**config.mk**
```make
export PLATFORM = sky130hd
export DESIGN_NAME = scan_sequencer_138
export DESIGN_NICKNAME = d
export VERILOG_FILES = /design/src/rtl/scan_sequencer_138.sv
export SDC_FILE = /design/constraint.sdc
export NUM_CORES = 1
export LEC_CHECK = 0
export CAP_MARGIN = 25
export CORE_MARGIN = 2
export CORE_UTILIZATION = 35
export DETAILED_ROUTE_END_ITERATION = 8
export HOLD_SLACK_MARGIN = 0.12
export PLACE_DENSITY = 0.69
export SLEW_MARGIN = 10
export SYNTH_ARGS = -nofsm -noshare
export SYNTH_HDL_FRONTEND = slang
export SYNTH_SLANG_ARGS = --single-unit
```
**constraint.sdc**
```tcl
create_clock -name clk -period 6.5 [get_ports clk]
set_clock_uncertainty 0.1 [all_clocks]
set_input_delay 0.65 -clock clk [delete_from_list [all_inputs] [get_ports clk]]
set_output_delay 0.65 -clock clk [all_outputs]
set_load 0.02 [all_outputs]
```
**src/rtl/scan_sequencer_138.sv**
```systemverilog
// Scan driver for a 3-to-8 decoder: a blank gap then a dwell per slot, with registered address, enables and data.
// Optional SCAN_DIGIT_MASK_EN adds digit_mask to keep selected slots dark while preserving frame timing.
module scan_sequencer_138 #(
    parameter int NUM_DIGITS   = 8,
    parameter int DATA_W       = 8,
    parameter int DWELL_CYCLES = 1000,
    parameter int BLANK_CYCLES = 4
) (
    input  logic                         clk,
    input  logic                         rst,
    input  logic                         en,
    input  logic [NUM_DIGITS*DATA_W-1:0] digits_in,
`ifdef SCAN_DIGIT_MASK_EN
    input  logic [NUM_DIGITS-1:0]        digit_mask,
`endif
    output logic                         A0,
    output logic                         A1,
    output logic                         A2,
    output logic                         G1,
    output logic                         G2,
    output logic                         G3,
    output logic [DATA_W-1:0]            seg_out,
    output logic                         frame_start,
    output logic                         busy,
    output logic [1:0]                   state_dbg_o
);

    typedef enum logic [1:0] {
        IDLE   = 2'd0,
        BLANK  = 2'd1,
        ACTIVE = 2'd2
    } state_t;

    localparam int IDX_W   = (NUM_DIGITS > 1) ? $clog2(NUM_DIGITS) : 1;
    localparam int MAX_CNT = (DWELL_CYCLES > BLANK_CYCLES) ? DWELL_CYCLES : BLANK_CYCLES;
    localparam int CNT_W   = $clog2(MAX_CNT + 1);

    localparam logic [IDX_W-1:0] LAST_IDX   = IDX_W'(NUM_DIGITS - 1);
    localparam logic [CNT_W-1:0] DWELL_LOAD = CNT_W'(DWELL_CYCLES - 1);
    localparam logic [CNT_W-1:0] BLANK_LOAD = CNT_W'(BLANK_CYCLES - 1);
    localparam logic [2:0]       G_ON       = 3'b100;
    localparam logic [2:0]       G_OFF      = 3'b011;

    state_t              state_q, state_d;
    logic [CNT_W-1:0]    cnt_q, cnt_d;
    logic [IDX_W-1:0]    idx_q, idx_d;
    logic [2:0]          g_q, g_d;
    logic [DATA_W-1:0]   seg_q, seg_d;
    logic                fs_q, fs_d;
    logic                load_slot;
    logic                slot_off;
    logic [DATA_W-1:0]   slot_data;

    always_ff @(posedge clk) begin
        if (rst) begin
            state_q <= IDLE;
            cnt_q   <= '0;
            idx_q   <= '0;
            g_q     <= G_OFF;
            seg_q   <= '0;
            fs_q    <= 1'b0;
        end else begin
            state_q <= state_d;
            cnt_q   <= cnt_d;
            idx_q   <= idx_d;
            g_q     <= g_d;
            seg_q   <= seg_d;
            fs_q    <= fs_d;
        end
    end

    always_comb begin
        state_d   = state_q;
        cnt_d     = cnt_q;
        idx_d     = idx_q;
        g_d       = g_q;
        seg_d     = seg_q;
        fs_d      = 1'b0;
        load_slot = 1'b0;
        slot_off  = 1'b0;
        slot_data = '0;

        case (state_q)
            IDLE: begin
                if (en) begin
                    idx_d = '0;
                    fs_d  = 1'b1;
                    if (BLANK_CYCLES == 0) begin
                        state_d   = ACTIVE;
                        cnt_d     = DWELL_LOAD;
                        load_slot = 1'b1;
                    end else begin
                        state_d = BLANK;
                        cnt_d   = BLANK_LOAD;
                        g_d     = G_OFF;
                    end
                end
            end
            BLANK: begin
                if (cnt_q == '0) begin
                    state_d   = ACTIVE;
                    cnt_d     = DWELL_LOAD;
                    load_slot = 1'b1;
                end else begin
                    cnt_d = cnt_q - 1'b1;
                end
            end
            ACTIVE: begin
                if (cnt_q == '0) begin
                    idx_d = (idx_q == LAST_IDX) ? '0 : idx_q + 1'b1;
                    fs_d  = (idx_d == '0);
                    if (BLANK_CYCLES == 0) begin
                        cnt_d     = DWELL_LOAD;
                        load_slot = 1'b1;
                    end else begin
                        state_d = BLANK;
                        cnt_d   = BLANK_LOAD;
                        g_d     = G_OFF;
                    end
                end else begin
                    cnt_d = cnt_q - 1'b1;
                end
            end
            default: state_d = IDLE;
        endcase

        // The slot latch always uses the index the new ACTIVE phase will show.
        for (int i = 0; i < NUM_DIGITS; i++) begin
            if (idx_d == IDX_W'(i)) slot_data = digits_in[i*DATA_W +: DATA_W];
        end
`ifdef SCAN_DIGIT_MASK_EN
        slot_off = digit_mask[idx_d];
`endif
        if (load_slot) begin
            seg_d = slot_off ? '0 : slot_data;
            g_d   = slot_off ? G_OFF : G_ON;
        end

        // Dropping en abandons the partial slot; a later en restarts at slot 0.
        if (state_q != IDLE && !en) begin
            state_d = IDLE;
            cnt_d   = '0;
            idx_d   = '0;
            g_d     = G_OFF;
            seg_d   = '0;
            fs_d    = 1'b0;
        end
    end

    assign {A2, A1, A0} = 3'(idx_q);
    assign {G1, G2, G3} = g_q;
    assign seg_out      = seg_q;
    assign frame_start  = fs_q;
    assign busy         = (state_q != IDLE);
    assign state_dbg_o  = state_q;

endmodule

```
==> out/qor.csv <==
stage,metric,value,unit
placed_design,hpwl,4.82,mm
global_routing,grt_max_degree,28,
setup_path,slowest_delay,0.81,ns
routing,vias,2062,
routing,drc,0,
power_and_ir_drop,internal_power,0.328,mW
setup_path,crit_path_end_kind,flip-flop,
clocking,clock_path_buffers,2,
finish,layout_common_cells,"clkdlybuf4s50_1 (84), o21ai_0 (26), dfxtp_1 (26), nand2_1 (25), nor2_1 (20)",
logic_synthesis,synth_top_family_by_area,compound AO/OA/AOI/OAI gates,
finish,nets,389,
routing,viasPerCell,5.41,
routing,drtPass1Iterations,4,
clocking,cts_root_buf,clkbuf_8,
floorplanning,rows,26,
min_path,hp-start,seg_out[1],
outcome,status,completed,
power_and_ir_drop,power.share.switching,0.366,
global_routing,grtUsageTotal,0.193,
power_and_ir_drop,power,0.517,mW
setup_path,critPathMaxFanout,18,
logic_synthesis,syn_area_per_cell,8.30,um^2
power_and_ir_drop,vdd_drop_max,0.000107,V
clocking,clock_latency,0.27,ns
logic_synthesis,ys_async_sr_fraction,0,
finish,final_common_cell,clkdlybuf4s50_1,
finish,areaGrowthSynthToFinish,48.6,%
setup_path,r2r-end,seg_out[6],
clocking,cts_setup_buffers,0,
timing,rsz0062_at_grt,false,
logic_synthesis,syn_area,0.00192,mm^2
timing,final-hold-violation-count,0,
logic_synthesis,synth_mux_area_frac,0.125,
finish,antennaDiodeCount,0,
power_and_ir_drop,clockPowerShare,0.176,
timing,fin_ws,3.10,ns
clocking,cts_tree,yes,
floorplanning,initial_core_util,0.369,
floorplanning,fp.dieArea,0.00609,mm^2
clocking,cts_max_level,1,
timing,finalSetupViolCount,0,
setup_path,critical_path_class,flip-flop to flip-flop,
finish,final_util,0.548,
timing,slew_viol_final,0,
logic_synthesis,synthSimpleGateAreaFrac,0.220,
setup_path,startpoint_type,flip-flop,
logic_synthesis,yosysWarnings,0,
clocking,clk_pin_slew,0.09,ns
setup_path,reg2reg_from,state_dbg_o[1],
timing,max_freq,294,MHz
logic_synthesis,synth-compound-area-share,0.279,
global_routing,grt_pass1_vias,1990,
logic_synthesis,synthesis.nets,307,
routing,wl,5.95,mm
floorplanning,core_area,0.00520,mm^2
global_routing,gr-total-overflow,0,
power_and_ir_drop,power.sequential.fraction,0.361,
logic_synthesis,ys_seq_area_frac,0.271,
setup_path,crit_chain,ha_1 > mux2i_1 > and2_1 > a311oi_4 > nand2_2 > o221ai_1 > o31ai_1 > a221o_1,
timing,slew_headroom,0.384,
logic_synthesis,synth_fa_ha_area_frac,0.0587,
power_and_ir_drop,p_leak,1.04,nW
floorplanning,fp.dieW,78.0,um
finish,fin_area,0.00285,mm^2
routing,detail_route.wl_per_cell,15.6,um
setup_path,crit_required,6.56,ns
min_path,holdPathEnd,seg_out[1],
power_and_ir_drop,p_comb_frac,0.463,
clocking,cts_made_buffers,3,
flow_run,drv_cap,0,
timing,min_period,3.40,ns
setup_path,worstPathArrival,3.46,ns
logic_synthesis,synth-xor-area-share,0.00913,
routing,top_layer_used,met4,
timing,finalSetupTns,0,ns
min_path,hold_depth,2,
logic_synthesis,synth_ff_type,dfxtp_1,
setup_path,cpMaxStageDelayCell,a311oi_4,
routing,met2_length,2.83,mm
placed_design,gp_congestion,0.833,
logic_synthesis,netlist_instances,231,
logic_synthesis,ys_seq_elements,26,
placed_design,numPortBuffers,84,
clocking,cts_sinks,26,
clocking,hold_buffers,0,
routing,drt_iter0_drc,91,
routing,ant_nets,0,
setup_path,rr_worst_depth,8,
min_path,hp-class,flip-flop to flip-flop,
floorplanning,die_h,78.0,um
logic_synthesis,synth_cell_types,53,
logic_synthesis,synth_edf_count,0,
clocking,cts_resized,0,
placed_design,dp_worst_setup_slack,2.87,ns
power_and_ir_drop,powerDensity,181,mW/mm^2
global_routing,antenna_found_initial,0,
power_and_ir_drop,p_sw,0.190,mW
routing,wl_met1,2.76,mm
timing,min_period_over_period,0.523,
finish,drive_gt1_frac,0.103,
floorplanning,pin_count,85,
timing,tightest_slew,0.924,ns
setup_path,ff2ff_setup_slack,3.10,ns
routing,wl_met3,230,um
placed_design,placed_cell_area,0.00281,mm^2
global_routing,grt_pass1_wl,9.65,mm
[cell families (layout without fill, tap and decap cells)]
| group | after synthesis | after routing |
|---|---|---|
| flip-flops | 26 | 26 |
| XOR/XNOR | 2 | 2 |
| multiplexers | 23 | 23 |
| AND/OR/NAND/NOR | 81 | 81 |
| adder cells (fa/ha/maj) | 9 | 9 |
| AO/OA/AOI/OAI | 75 | 75 |
| buffers and inverters | 15 | 95 |
[power by group through the flow]
| stage | Sequential (mW) | Combinational [mW] | Clock (mW) |
|---|---|---|---|
| 3_5_place_dp | 0.190 | 0.238 | 0 |
| 5_1_grt | 0.189 | 0.264 | 0.101 |
| 3_3_place_gp | 0.190 | 0.238 | 0 |
| 2_1_floorplan | 0.198 | 0.133 | 0 |
| 6_report | 0.187 | 0.240 | 0.0909 |
| 4_1_cts | 0.186 | 0.239 | 0.0948 |
[worst max path at each step]
stage	from	to	slack, ns	depth (start not counted)
3_3_place_gp	en	seg_out[6]	2.99	8
5_1_grt	state_dbg_o[1]	seg_out[6]	2.87	8
6_report	state_dbg_o[1]	seg_out[6]	3.10	8
4_1_cts	state_dbg_o[1]	seg_out[6]	3.07	8
2_1_floorplan	state_dbg_o[0]	seg_out[2]	3.77	10
3_5_place_dp	en	seg_out[6]	2.87	8
[worst max-delay path: cells and delay by family, from the launching register on]
| kind | cells | cell delay [ns] |
|---|---|---|
| multiplexers | 1 | 0.26 |
| AND/OR/NAND/NOR | 2 | 0.53 |
| flip-flops | 1 | 0.45 |
| AO/OA/AOI/OAI | 4 | 1.49 |
| adder cells (fa/ha/maj) | 1 | 0.45 |
[routing by layer]
metal | global-route usage | vias up
met5 | 0 | -
met4 | 0.0456 | 0
met3 | 0.0264 | 8
met2 | 0.316 | 64
met1 | 0.270 | 955
li1 | - | 1035
[layout make-up]
type	count	area (um^2)
clock buffers	3	41.3
fillers	507	2350
inverters	7	26.3
multi-input cells	190	1330
flip-flops and latches	26	520
well taps	70	87.6
repair buffers	85	848
[synthesized netlist by cell type (6+ instances only)]
cell / number / share of area
inv_1: 6 / 0.012
dfxtp_1: 26 / 0.27
nand2_1: 25 / 0.049
o221ai_1: 7 / 0.032
a21oi_1: 13 / 0.034
nor2_1: 20 / 0.039
o221a_2: 7 / 0.041
nand3_1: 6 / 0.016
mux2i_1: 16 / 0.083
ha_1: 9 / 0.059
o21ai_0: 26 / 0.068
mux2_2: 7 / 0.041
[flip-flops by register name, indices dropped and copies added, names as in the netlist]
name and cells:
cnt_q 10, frame_start 1, g_q 2, idx_q 3, seg_out 8, state_dbg_o 2
[per-stage QoR]
| stage | std cells | hold slack, ns |
|---|---|---|
| after detailed placement | 378 | 0.352 |
| after floorplan | 231 | 0.369 |
| after global routing | 381 | 0.407 |
| after CTS | 381 | 0.371 |
| after global placement | 378 | 0.339 |
| final | 381 | 0.368 |
Note: power is estimated with default switching activity, not from simulation.
